$ cat src/rtl/scale_mul_arbiter_pkg.sv
// Shared constants and helpers for the amplitude-scaling multiplier scheduler.
// Defaults describe a 4-channel Q1.7 configuration.
package scale_mul_arbiter_pkg;

  localparam int N_FRAC_DEF = 7;
  localparam int N_CH_DEF   = 4;
  localparam int SMP_W_DEF  = N_FRAC_DEF + 1;

  // Width of a channel index; a 1-channel build still carries one index bit.
  function automatic int ch_idx_w(input int n);
    return (n <= 1) ? 1 : $clog2(n);
  endfunction

  // LSB of channel c inside a packed per-channel bus of w-bit fields.
  function automatic int slice_lo(input int c, input int w);
    return c * w;
  endfunction

endpackage

$ cat src/rtl/scale_mul_arbiter_rr.sv
// Round-robin grant search over a pending vector.
// The rotating priority pointer lives here and advances past each granted channel.
module scale_mul_arbiter_rr
  import scale_mul_arbiter_pkg::*;
#(
  parameter  int N_CH  = N_CH_DEF,
  localparam int IDX_W = ch_idx_w(N_CH)
) (
  input  logic             clk_i,
  input  logic             rst_i,
  input  logic [N_CH-1:0]  pending_i,
  output logic [N_CH-1:0]  grant_o,
  output logic [IDX_W-1:0] grant_idx_o,
  output logic             grant_vld_o
);

  logic [IDX_W-1:0] r_ptr;
  logic [IDX_W-1:0] w_cand;
  logic [IDX_W-1:0] w_idx;
  logic             w_found;

  // N_CH is a power of two, so the index adder wraps exactly at N_CH.
  always_comb begin
    w_found = 1'b0;
    w_idx   = '0;
    w_cand  = '0;
    for (int i = 0; i < N_CH; i++) begin
      w_cand = r_ptr + IDX_W'(i);
      if (!w_found && pending_i[w_cand]) begin
        w_found = 1'b1;
        w_idx   = w_cand;
      end
    end
  end

  always_ff @(posedge clk_i or negedge rst_i) begin
    if (!rst_i) begin
      r_ptr <= '0;
    end else if (w_found) begin
      r_ptr <= w_idx + IDX_W'(1);
    end
  end

  assign grant_vld_o = w_found;
  assign grant_idx_o = w_idx;
  assign grant_o     = w_found ? (N_CH'(1) << w_idx) : '0;

endmodule

$ cat src/rtl/scale_mul_arbiter.sv
// Shares one signed Q1.N_FRAC amplitude multiplier among N_CH channel generators.
// One pending request is buffered per channel; results come out tagged with the channel index.
module scale_mul_arbiter
  import scale_mul_arbiter_pkg::*;
#(
  parameter  int N_FRAC = N_FRAC_DEF,
  parameter  int N_CH   = N_CH_DEF,
  localparam int SMP_W  = N_FRAC + 1,
  localparam int IDX_W  = ch_idx_w(N_CH)
) (
  input  logic                    clk_i,
  input  logic                    rst_i,
  input  logic [N_CH-1:0]         req_strobe_i,
  input  logic [N_CH*SMP_W-1:0]   sample_i,
  input  logic [N_CH*SMP_W-1:0]   amplitude_i,
  input  logic                    clear_overrun_i,
  output logic [SMP_W-1:0]        data_o,
  output logic [IDX_W-1:0]        channel_o,
  output logic                    data_out_valid_strobe_o,
  output logic [N_CH-1:0]         pending_o,
  output logic [N_CH-1:0]         overrun_o
);

  localparam int PROD_W = 2 * SMP_W;

  // Keep product bits [2*N_FRAC:N_FRAC]; the sign bit above is dropped, so -1 * -1 wraps to -1.
  function automatic logic signed [SMP_W-1:0] trunc_q(input logic signed [PROD_W-1:0] p);
    return p[2*N_FRAC:N_FRAC];
  endfunction

  logic signed [SMP_W-1:0] r_hold_smp [N_CH];
  logic signed [SMP_W-1:0] r_hold_amp [N_CH];
  logic [N_CH-1:0]         r_pending;
  logic [N_CH-1:0]         r_overrun;

  logic signed [SMP_W-1:0] r_opa_p0;
  logic signed [SMP_W-1:0] r_opb_p0;
  logic [IDX_W-1:0]        r_ch_p0;
  logic                    r_vld_p0;

  logic signed [SMP_W-1:0] r_data_p1;
  logic [IDX_W-1:0]        r_ch_p1;
  logic                    r_vld_p1;

  logic [N_CH-1:0]         w_grant;
  logic [IDX_W-1:0]        w_grant_idx;
  logic                    w_grant_vld;
  logic [N_CH-1:0]         w_ovr_set;
  logic signed [PROD_W-1:0] w_a_ext;
  logic signed [PROD_W-1:0] w_b_ext;
  logic signed [PROD_W-1:0] w_prod;

  scale_mul_arbiter_rr #(
    .N_CH        (N_CH)
  ) u_rr (
    .clk_i       (clk_i),
    .rst_i       (rst_i),
    .pending_i   (r_pending),
    .grant_o     (w_grant),
    .grant_idx_o (w_grant_idx),
    .grant_vld_o (w_grant_vld)
  );

  // A strobe on the channel being granted this cycle is a fresh request, not an overrun.
  assign w_ovr_set = req_strobe_i & r_pending & ~w_grant;

  // Holding registers and operands: operands read the pre-edge holding value.
  always_ff @(posedge clk_i) begin
    for (int c = 0; c < N_CH; c++) begin
      if (req_strobe_i[c]) begin
        r_hold_smp[c] <= sample_i[slice_lo(c, SMP_W) +: SMP_W];
        r_hold_amp[c] <= amplitude_i[slice_lo(c, SMP_W) +: SMP_W];
      end
    end
    if (w_grant_vld) begin
      r_opa_p0 <= r_hold_smp[w_grant_idx];
      r_opb_p0 <= r_hold_amp[w_grant_idx];
    end
  end

  // Stage p0 -> p1: signed multiply of the granted operands.
  assign w_a_ext = {{SMP_W{r_opa_p0[SMP_W-1]}}, r_opa_p0};
  assign w_b_ext = {{SMP_W{r_opb_p0[SMP_W-1]}}, r_opb_p0};
  assign w_prod  = w_a_ext * w_b_ext;

  always_ff @(posedge clk_i or negedge rst_i) begin
    if (!rst_i) begin
      r_pending <= '0;
      r_overrun <= '0;
      r_vld_p0  <= 1'b0;
      r_ch_p0   <= '0;
      r_vld_p1  <= 1'b0;
      r_data_p1 <= '0;
      r_ch_p1   <= '0;
    end else begin
      r_pending <= req_strobe_i | (r_pending & ~w_grant);
      r_overrun <= w_ovr_set | (clear_overrun_i ? '0 : r_overrun);
      r_vld_p0  <= w_grant_vld;
      if (w_grant_vld) begin
        r_ch_p0 <= w_grant_idx;
      end
      r_vld_p1 <= r_vld_p0;
      if (r_vld_p0) begin
        r_data_p1 <= trunc_q(w_prod);
        r_ch_p1   <= r_ch_p0;
      end
    end
  end

  assign data_o                  = r_data_p1;
  assign channel_o               = r_ch_p1;
  assign data_out_valid_strobe_o = r_vld_p1;
  assign pending_o               = r_pending;
  assign overrun_o               = r_overrun;

endmodule

$ cat config.mk
export PLATFORM = sky130hd
export DESIGN_NAME = scale_mul_arbiter
export DESIGN_NICKNAME = d
export VERILOG_FILES = /design/src/rtl/scale_mul_arbiter_pkg.sv /design/src/rtl/scale_mul_arbiter_rr.sv /design/src/rtl/scale_mul_arbiter.sv
export SDC_FILE = /design/constraint.sdc
export NUM_CORES = 1
export LEC_CHECK = 0
export BUFFER_PORTS_ARGS = -buffer_cell sky130_fd_sc_hd__buf_2
export CORE_ASPECT_RATIO = 0.5
export CORE_MARGIN = 2
export CORE_UTILIZATION = 50
export DETAILED_ROUTE_END_ITERATION = 6
export PLACE_DENSITY = 0.74
export REMOVE_ABC_BUFFERS = 1
export SYNTH_ARGS = -nofsm -noshare
export SYNTH_HDL_FRONTEND = slang
export SYNTH_SLANG_ARGS = --single-unit
$ cat constraint.sdc
create_clock -name clk_i -period 7.6 [get_ports clk_i]
set_clock_uncertainty 0.05 [all_clocks]
set_input_delay 0.38 -clock clk_i [delete_from_list [all_inputs] [get_ports clk_i]]
set_output_delay 0.38 -clock clk_i [all_outputs]
set_load 0.05 [all_outputs]
==> impl_metrics.env <==
export IMPL_outcome="completed"
export IMPL_hold_path_class="in -> reg"
export IMPL_fp_dieH_microns=82.3
export IMPL_avgSynthCellArea_sq_um=12.7
export IMPL_synth_largest_area_cell="edfxtp_1"
export IMPL_cp_arrival_ns=5.06
export IMPL_crit_type="reg -> reg"
export IMPL_ys_seq_elements=104
export IMPL_min_period_ns=4.88
export IMPL_route_detailed_drc=0
export IMPL_yosysSeqAreaShare=0.490
export IMPL_hold_viol_final=0
export IMPL_clk_pin_slew_ns=0.08
export IMPL_grtUsageTotal=0.194
export IMPL_synth_edf_count=80
export IMPL_die_w_microns=161
export IMPL_worst_slew_pin_transition_ns=0.715
export IMPL_via_per_inst=4.97
export IMPL_fin_crit_sh=0.642
export IMPL_ant_nets=0
export IMPL_cts_buffers_inserted=9
export IMPL_grt_pass1_vias=3914
export IMPL_synth_cells=481
export IMPL_synthFlopType="edfxtp_1"
export IMPL_coreArea_sq_mm=0.0119
export IMPL_max_freq_mhz=205
export IMPL_start_util=0.516
export IMPL_fin_nets=724
export IMPL_io_pins=90
export IMPL_required_ns=7.78
export IMPL_synth_top_area_share=0.392
export IMPL_insertion_delay_ns=0.35
export IMPL_grt_first_pass_wirelength_microns=19300
export IMPL_slew_viol_final=0
export IMPL_cts_hold_buffers_added=1
export IMPL_crit_fanout=8
export IMPL_max_slew_margin=0.523
export IMPL_drive_above_1_share=0.211
export IMPL_fin_tns_setup_ns=0
export IMPL_synth_most_common_cell="inv_1"
export IMPL_gr_total_overflow=0
export IMPL_endpoint_kind="flop"
export IMPL_root_buffer="clkbuf_16"
export IMPL_drtIter0Drc=223
export IMPL_synthTopCellsByArea="edfxtp_1 39%, fa_1 16%, dfrtp_1 9.8%"
export IMPL_clk_path_buf_depth=2
export IMPL_cts_post_setup_buffers_inserted=0
export IMPL_ys_warn_count=0
export IMPL_io_buffers=89
export IMPL_routedWlPerCell_microns=15.8
export IMPL_first_pass_iters=4
export IMPL_htree_levels=3
export IMPL_syn_area_sq_mm=0.00613
export IMPL_grt_max_degree=36
export IMPL_place_congestion=0.838
export IMPL_cts_resized=0
export IMPL_worst_setup_path_start_kind="flop"
export IMPL_antenna_cells=0
export IMPL_setup_viol=0
export IMPL_rsz0062_at_grt="no"
export IMPL_routed_wl_microns=11700
export IMPL_dieArea_sq_mm=0.0132
export IMPL_ys_top_cells_by_count="83 x inv_1, 80 x edfxtp_1, 50 x fa_1, 38 x and2_1, 29 x ha_1"
export IMPL_maxCapViolCount=0
export IMPL_num_rows=28
export IMPL_place_hpwl_microns=9170
export IMPL_synth_cell_type_count=35
export IMPL_async_flop_share=0.231
export IMPL_antenna_found_initial=0
export IMPL_cts_sinks=104
export IMPL_synthToLayoutAreaGrowth_pct=15.1
export IMPL_cts_tree="done"
export IMPL_vias=3696
## critical path, cell delays in order, from the launching register on
cell and delay [ns]:
edfxtp_1 0.50, and2_1 0.22, fa_1 0.55, inv_1 0.06, fa_1 0.47, inv_1 0.05
fa_1 0.52, inv_1 0.05, fa_1 0.53, inv_1 0.04, ha_1 0.32, nand2_1 0.06
or4b_4 0.50, and4_4 0.21, o31ai_1 0.27, xor2_1 0.09, mux2_2 0.26
## final timing paths
| kind | end | slack (ns) | start | cells after the start |
|---|---|---|---|---|
| worst max-delay path | data_o[6] | 2.72 | r_opa_p0[3] | 16 |
| worst min-delay path | r_hold_amp[3][3] | 0.15 | amplitude_i[27] | 1 |
| worst max register to register | data_o[6] | 2.72 | r_opa_p0[3] | 16 |
| worst min register to register | overrun_o[0] | 0.44 | overrun_o[0] | 1 |
| max in group asynchronous | channel_o[0] | 6.58 | rst_i | 2 |
| min in group asynchronous | u_rr.r_ptr[1] | 0.52 | rst_i | 2 |
## routing by layer
metal | vias up | wire (microns) | global-route usage
met3 | 10 | 434 | 0.0345
met1 | 1831 | 5450 | 0.254
met5 | - | 0 | 0
met4 | 0 | 93 | 0.0495
li1 | 1784 | - | -
met2 | 71 | 5770 | 0.345
## logic make-up (layout without fill, tap and decap cells)
group | count (synthesis) | after routing | synth area share
AOI/OAI and AO/OA | 61 | 61 | 0.0670
xor gates and xnor gates | 16 | 16 | 0.0229
adders and majority gates | 79 | 79 | 0.222
buffers and inverters | 94 | 191 | 0.0588
DFF | 104 | 104 | 0.490
muxes | 27 | 27 | 0.0467
and+or+nand+nor | 100 | 100 | 0.0923
## cell type report
type | count | area (sq um)
inverter | 83 | 312
clock buffer | 9 | 225
tap | 165 | 206
fill | 951 | 4820
multi-input combinational | 283 | 2780
clock inverter | 6 | 52.6
sequential | 104 | 3000
timing repair buffer | 93 | 478
## state kept, by name, summed over array words and instances, names as in the netlist
register	flops
channel_o	2
data_o	8
data_out_valid_strobe_o	1
overrun_o	4
pending_o	4
r_ch_p0	2
r_hold_amp	32
r_hold_smp	32
r_opa_p0	8
r_opb_p0	8
r_vld_p0	1
u_rr.r_ptr	2
## placed cells by master (no fill, tap or decap), types with 2 or more instances in the layout
master	n
mux2i_1	17
inv_8	2
buf_4	3
nand2_1	23
a21o_1	5
and2_1	38
ha_1	29
o21a_1	3
a32o_1	4
and3_1	2
xor2_1	3
buf_2	89
fa_1	50
o21ai_0	2
a211oi_1	16
inv_1	83
nor2b_1	20
clkbuf_16	9
nand2b_1	4
dfrtp_1	24
a21oi_1	26
edfxtp_1	80
mux2_2	9
xnor2_1	13
nor2_1	8
## per-stage QoR
stage / utilization / instance area (sq um) / setup WS (ns) / cells / hold slack, ns
after floorplan: - / 6080 / 2.95 / 470 / 0.0344
after global placement: 0.570 / 6770 / 2.82 / 727 / 0.355
after detailed placement: 0.570 / 6770 / 2.71 / 727 / 0.358
after CTS: 0.594 / 7060 / 2.71 / 743 / 0.133
after global routing: 0.594 / 7060 / 2.52 / 743 / 0.139
final: 0.594 / 7060 / 2.72 / 743 / 0.151
Power is left out: the tool's default activity adds up to more than one toggle a clock period on the data nets, which glitch-free logic cannot reach.
